[src/rtl/branch_redirect_ctrl.sv]
// Execute-stage control-flow resolver: decodes JAL/JALR/branches in EX and drives squash, pc_source and pipeline flushes.
// Latency: 1 cycle from EX evaluation to squash/pc_source. All outputs come straight from flops.
// Backpressure: stall freezes the FSM in REDIRECT and pauses the FLUSH countdown. Optional stats: BRANCH_REDIRECT_STATS_EN.
module branch_redirect_ctrl #(
  parameter int FLUSH_CYCLES = 2  // bubble cycles after a redirect, 1..3
) (
  input  logic       CLK,
  input  logic       RST,
  input  logic       ex_valid,
  input  logic [6:0] ex_opcode,
  input  logic [2:0] ex_func3,
  input  logic       br_eq,
  input  logic       br_lt,
  input  logic       br_ltu,
  input  logic       stall,
  output logic       squash,
  output logic [2:0] pc_source,
  output logic       flush_ifid,
  output logic       flush_idex,
  output logic       busy
`ifdef BRANCH_REDIRECT_STATS_EN
  ,
  output logic [15:0] redirect_count,
  output logic [15:0] taken_branch_count
`endif
);

  localparam logic [6:0] OP_JAL    = 7'b1101111;
  localparam logic [6:0] OP_JALR   = 7'b1100111;
  localparam logic [6:0] OP_BRANCH = 7'b1100011;

  localparam logic [2:0] SEL_PC4    = 3'd0;
  localparam logic [2:0] SEL_JALR   = 3'd1;
  localparam logic [2:0] SEL_BRANCH = 3'd2;
  localparam logic [2:0] SEL_JAL    = 3'd3;

  typedef enum logic [1:0] {
    IDLE     = 2'd0,
    REDIRECT = 2'd1,
    FLUSH    = 2'd2
  } state_t;

  state_t     state, state_d;
  logic [1:0] cnt, cnt_d;
  logic       redirect;
  logic       taken;
  logic [2:0] sel;
  logic       capture;
  logic       squash_d;
  logic [2:0] pc_source_d;
  logic       flush_d;

  // Decode the EX instruction into a redirect request and its PC mux select.
  always_comb begin
    redirect = 1'b0;
    sel      = SEL_PC4;
    taken    = 1'b0;
    case (ex_func3)
      3'b000:  taken = br_eq;
      3'b001:  taken = ~br_eq;
      3'b100:  taken = br_lt;
      3'b101:  taken = ~br_lt;
      3'b110:  taken = br_ltu;
      3'b111:  taken = ~br_ltu;
      default: taken = 1'b0;  // 010/011 are not branch encodings
    endcase
    case (ex_opcode)
      OP_JAL: begin
        redirect = 1'b1;
        sel      = SEL_JAL;
      end
      OP_JALR: begin
        redirect = 1'b1;
        sel      = SEL_JALR;
      end
      OP_BRANCH: begin
        redirect = taken;
        sel      = taken ? SEL_BRANCH : SEL_PC4;
      end
      default: begin
        redirect = 1'b0;
        sel      = SEL_PC4;
      end
    endcase
  end

  // Next-state, bubble counter and next-output computation.
  always_comb begin
    state_d = state;
    cnt_d   = cnt;
    capture = 1'b0;
    case (state)
      IDLE: begin
        // A stalled EX instruction is frozen and simply re-evaluated next cycle.
        if (ex_valid && !stall && redirect) begin
          state_d = REDIRECT;
          capture = 1'b1;
        end
      end
      REDIRECT: begin
        if (!stall) begin
          state_d = FLUSH;
          cnt_d   = 2'(FLUSH_CYCLES);
        end
      end
      FLUSH: begin
        // EX holds wrong-path bubbles here, so ex_valid/redirect are ignored.
        if (!stall) begin
          if (cnt <= 2'd1) begin
            cnt_d   = 2'd0;
            state_d = IDLE;
          end else begin
            cnt_d = cnt - 2'd1;
          end
        end
      end
      default: begin
        state_d = IDLE;
        cnt_d   = 2'd0;
      end
    endcase

    squash_d = (state_d == REDIRECT);
    // The pc_source flop doubles as the latched select while REDIRECT is held.
    if (!squash_d)
      pc_source_d = SEL_PC4;
    else if (capture)
      pc_source_d = sel;
    else
      pc_source_d = pc_source;
    flush_d = (state_d != IDLE);
  end

  // State, counter and registered outputs; reset aborts any redirect at once.
  always_ff @(posedge CLK or posedge RST) begin
    if (RST) begin
      state      <= IDLE;
      cnt        <= 2'd0;
      squash     <= 1'b0;
      pc_source  <= SEL_PC4;
      flush_ifid <= 1'b0;
      flush_idex <= 1'b0;
      busy       <= 1'b0;
    end else begin
      state      <= state_d;
      cnt        <= cnt_d;
      squash     <= squash_d;
      pc_source  <= pc_source_d;
      flush_ifid <= flush_d;
      flush_idex <= flush_d;
      busy       <= flush_d;
    end
  end

`ifdef BRANCH_REDIRECT_STATS_EN
  // Redirect and taken-branch counters, bumped on each capture and wrapping at 16 bits.
  always_ff @(posedge CLK or posedge RST) begin
    if (RST) begin
      redirect_count     <= 16'd0;
      taken_branch_count <= 16'd0;
    end else if (capture) begin
      redirect_count <= redirect_count + 16'd1;
      if (sel == SEL_BRANCH)
        taken_branch_count <= taken_branch_count + 16'd1;
    end
  end
`endif

endmodule

[config.mk]
export PLATFORM = sky130hd
export DESIGN_NAME = branch_redirect_ctrl
export DESIGN_NICKNAME = d
export VERILOG_FILES = /design/src/rtl/branch_redirect_ctrl.sv
export SDC_FILE = /design/constraint.sdc
export NUM_CORES = 1
export LEC_CHECK = 0
export ABC_AREA = 1
export CELL_PAD_IN_SITES_DETAIL_PLACEMENT = 0
export CELL_PAD_IN_SITES_GLOBAL_PLACEMENT = 1
export CORE_UTILIZATION = 28
export DETAILED_ROUTE_END_ITERATION = 10
export GPL_TIMING_DRIVEN = 0
export PLACE_DENSITY = 0.76
export SYNTH_ARGS = -nofsm -noshare
export SYNTH_HDL_FRONTEND = slang
export SYNTH_SLANG_ARGS = --single-unit
[constraint.sdc]
create_clock -name CLK -period 2.1 [get_ports CLK]
set_input_delay 0.42 -clock CLK [delete_from_list [all_inputs] [get_ports CLK]]
set_output_delay 0.42 -clock CLK [all_outputs]
set_load 0.03 [all_outputs]
### After elaboration in Yosys (flattened, before gate mapping)

Index checks and enable logic that the tools add are counted.

| word-level totals | value |
|---|---|
| word-level logic and storage cells | 50 |
| register bits | 9 |
| bits of input ports | 17 |

| cells by class | value |
|---|---|
| bitwise gates (word level) | 4 |
| mux-type cells | 17 |
| reductions and logical operators | 8 |
| $add $sub $neg | 1 |
| magnitude comparators | 1 |
| equality and inequality tests | 14 |

Operators with widths:

| kind | count |
|---|---|
| 7-bit == test (second input constant) | 3 |
| 2-bit case mux with 3 select lines | 3 |
| 2-bit two-way mux | 8 |
| 3-bit == test (second input constant) | 4 |
| 3-bit two-way mux | 2 |
| 2-bit inequality test (second input constant) | 3 |
| 1-bit case mux with 6 select lines | 1 |
| 2-bit by 1-bit == test with 1-bit output (second input constant) | 2 |
| 1-bit NOT | 4 |
| 3-bit by 1-bit == test with 1-bit output (second input constant) | 1 |
| 3-bit logical NOT | 1 |
| 3-bit AND reduction | 1 |
| 2-bit == test (second input constant) | 1 |
| 2-bit by 1-bit less-or-equal comparator with 1-bit output (second input constant) | 1 |
| 1-bit logical AND | 2 |
| 2-bit logical NOT | 1 |
| 1-bit two-way mux | 2 |
| 1-bit case mux with 2 select lines | 1 |
| 2-bit nonzero test | 1 |
| 2-bit OR reduction | 1 |
| 2-bit by 1-bit subtractor with 2-bit output (second input constant) | 1 |
| 1-bit logical NOT | 1 |

### Longest topological paths before layout

| depth | value |
|---|---|
| word-level depth | 8 |
| depth in mapped cells | 13 |
| mapped depth without buffers | 13 |

### Worst setup path before layout

Ideal clock, no wire load.

| path | value |
|---|---|
| path kind | flip-flop to flip-flop |
| start point | reg state[0] |
| end point | reg busy |
| setup slack | 0.638 ns |
| buffers on the path | 0 |
| arrival | 1.340 ns |
| cell stages (with the launch flop) | 7 |
| library setup time | 0.121 ns |
| period minus slack after synthesis | 1.462 ns |
| path through | dfrtp_1 inv_1 ha_1 a21o_1 o21ai_0 a21oi_4 nand2b_1 |

| on the way | value |
|---|---|
| cells in the longest elaborated chain, start to end | 4 |
| elaborated cells between the ends (all ways) | 9 |
| classes of those cells | 2 x eq/ne; 5 x mux; 2 x reduce/logical |

Ends and longest elaborated chain:

| what | line | RTL |
|---|---|---|
| start, declared | 43 | `state_t state, state_d;` |
| start signal, assigned | 145 | `state <= state_d;` |
| 2-bit two-way mux | 109 | `if (cnt <= 2'd1) begin` |
| 2-bit two-way mux | 108 | `if (!stall) begin` |
| 2-bit case mux with 3 select lines (*) | 92 | `case (state)` |
| via state_d[0] | 43 |  |
| 2-bit nonzero test (*) | 131 | `flush_d = (state_d != IDLE);` |
| via flush_d | 51 | `logic flush_d;` |
| end signal, assigned | 151 | `busy <= flush_d;` |
| end, declared | 20 | `output logic busy` |

The timed path passes the listed nets; every way through them passes the cells marked *.
A chain may end at the register's enable or synchronous reset.

==> results.md <==
* Vias after detailed routing at 559
* Max_cap viols at 0
* Avg Cell Area, Syn at 7.27 sq um
* Die Wd at 48.4 microns
* RSZ-0062 raised after global routing: no
* Total track usage at 11.9%
* Worst Path Max Fanout at 3
* Footprint of the multi-input gates at 313 sq um
* Setup_tns at 0 ps
* CP Launch Type: flip-flop
* Routed Antenna Nets at 0
* Hold WC Path Type: input pin to async pin
* Setup-failing EPs final at 0
* Status: complete, no violations
* Final cell count without fillers at 135
* Vias per cell at 4.14
* Row cnt at 16
* TritonCTS clock tree: built
* CTS Buf Count at 3
* Clock-pin slew on the worst setup and hold paths at 50 ps
* # nets final at 131
* Global-route wire length before repair at 2150 microns
* Synth Instances at 83
* Maximum vdd ir drop at 0.431 mV
* Vias in the first global route at 560
* Port bufs at 22
* Pre-Repair DR Iteration Count at 4
* Worst Setup Path Type: flip-flop to output port
* CTS Buffer Depth at 2
* PostCTS Resize Cnt at 0
* Final Wtd Congestion at 0.684
* Fin crit share at 85.4%
* Core box area at 2000 sq um
* Register area at 200 sq um
* Worst EP required at 1680 ps
* Average wire per standard cell at 8.64 microns
* Max-slew violation count at 0
* CTS Root Cell: clkbuf_4
* CP arrival at 1370 ps
* Antenna Cells at 0
* Clock latency on the worst-skew pair at 250 ps
* GRT overflow at 0
* Ys Warns at 0
* DIE AREA at 2340 sq um
* Post-Syn Nets at 104
* Initial DRC count at 6
* Leakage power at 0.422 nW
* Synth-to-Final Area Change at 45.9%
* Die Span Y at 48.4 microns
* Initial Util at 30.1%
* Unique masters post-synth at 20
* I/O Pins at 24
* Register area share after synthesis at 33.2%
* Pwr Density at 722 nW/um^2
* Top-area cell type share of the netlist area at 33.2%
* Primary FF master, synth: dfrtp_1
* Post-synth EDFFs at 0
* TritonCTS Sinks at 8
* Residual DRC count at 0
* Clock Skew at 3.09 ps
* Initial antenna violation count at 0
* Worst Hold Slack at 404 ps
* Setup bufs post-CTS at 0
* Max Freq at 558 MHz
* Mapped Area at 603 sq um
* Hold Vio Cnt, Final at 0
* Final WL at 1170 microns
* Fillers at 220
* Ys async rst share at 100%
* Synthesized flop and latch total at 8
* Most frequent cells after synthesis: 19 x nand2_1, 18 x inv_1, 8 x dfrtp_1, 8 x o21ai_0
* Crit end category: output port
* Placed cells at 132
* Hold-fix buffers, CTS at 0
* Cell with the most instances after synthesis: nand2_1
* Top cells by area, synth: dfrtp_1 33%, nand2_1 12%, inv_1 11%, ha_1 8.3%, o21ai_0 6.6%
* Largest net degree at the start of global routing at 9
* H-tree levels at 1
* Dpl hpwl at 1020 microns
* Fin crit period at 1790 ps
* Synth area leader: dfrtp_1
* Share of post-route cells with drive strength above 1 at 11.1%
==> stage by stage <==
stage | area (sq um) | power (mW) | util (%) | setup slack, ps
floorplan | 603 | 0.425 | - | 638
global route | 880 | 0.693 | 43.9 | 215
CTS | 880 | 0.650 | 43.9 | 281
global placement | 857 | 0.523 | 42.8 | 119
finish | 880 | 0.635 | 43.9 | 307
detailed placement | 857 | 0.531 | 42.8 | 106
==> state kept, by name, summed over array words and instances, names as in the netlist <==
| name | flops |
|---|---|
| busy | 1 |
| cnt | 2 |
| pc_source | 2 |
| squash | 1 |
| state | 2 |
==> path summary, 6_finish.rpt <==
path | end | depth (start not counted) | from | slack (ps)
worst min register to register | cnt[1]$_DFFE_PP0P_ | 2 | cnt[1]$_DFFE_PP0P_ | 560
worst max register to register | busy$_DFF_PP0_ | 6 | state[0]$_DFF_PP0_ | 500
max in group asynchronous | pc_source[1]$_DFFE_PP0P_ | 2 | RST | 1470
min in group CLK | cnt[1]$_DFFE_PP0P_ | 2 | cnt[1]$_DFFE_PP0P_ | 560
worst max-delay path | flush_ifid | 2 | busy$_DFF_PP0_ | 310
worst min-delay path | cnt[0]$_DFFE_PP0P_ | 2 | RST | 400
==> layer usage <==
| metal | vias up | GRT usage [%] | wire [microns] |
|---|---|---|---|
| li1 | 303 | - | - |
| met1 | 240 | 13.7 | 546 |
| met2 | 14 | 19.2 | 553 |
| met3 | 2 | 2.83 | 56 |
| met4 | 0 | 8.82 | 10 |
| met5 | - | 0 | 0 |
==> where the power goes <==
group	internal, mW	leakage (nW)	switching [mW]
Clock	0.0651	0.0138	0.0473
Sequential	0.182	0.111	0.0226
Combinational	0.138	0.297	0.180
Total	0.385	0.422	0.249
==> critical path: stages (launching register included) <==
cell,delay [ps]
dfrtp_1,360
buf_4,110
clkdlybuf4s50_1,660
==> kinds of logic (layout without fill, tap and decap cells) <==
logic type               count (synthesis)  in the layout  synth area share (%)
flip-flops                               8              8                  33.2
adder cells (fa/ha/maj)                  4              4                  8.30
AND/OR/NAND/NOR                         37             37                  30.7
AO/OA/AOI/OAI                           12             12                  12.2
buffers and inverters                   21             46                  14.9
other                                    1              1                 0.622
==> final cells by class <==
cell class	instances	share of cell area, %
Sequential cell	8	22.8
Buffer	3	2.56
Inverter	18	7.68
Timing Repair Buffer	22	25.0
Clock buffer	3	2.56
Multi-Input combinational cell	54	35.6
Tap cell	27	3.84
==> layout by cell type, fill, tap and decap left out, types with 2 or more instances in the layout <==
master | netlist | final
clkdlybuf4s50_1 | 0 | 22
nand2_1 | 19 | 19
inv_1 | 18 | 18
o21ai_0 | 8 | 8
dfrtp_1 | 8 | 8
nand3_1 | 4 | 4
nor2_1 | 4 | 4
ha_1 | 4 | 4
buf_4 | 3 | 3
clkbuf_4 | 0 | 3
a21oi_1 | 2 | 2
nand4_1 | 2 | 2
nand2_2 | 2 | 2
Note: power is estimated with default switching activity, not from simulation.
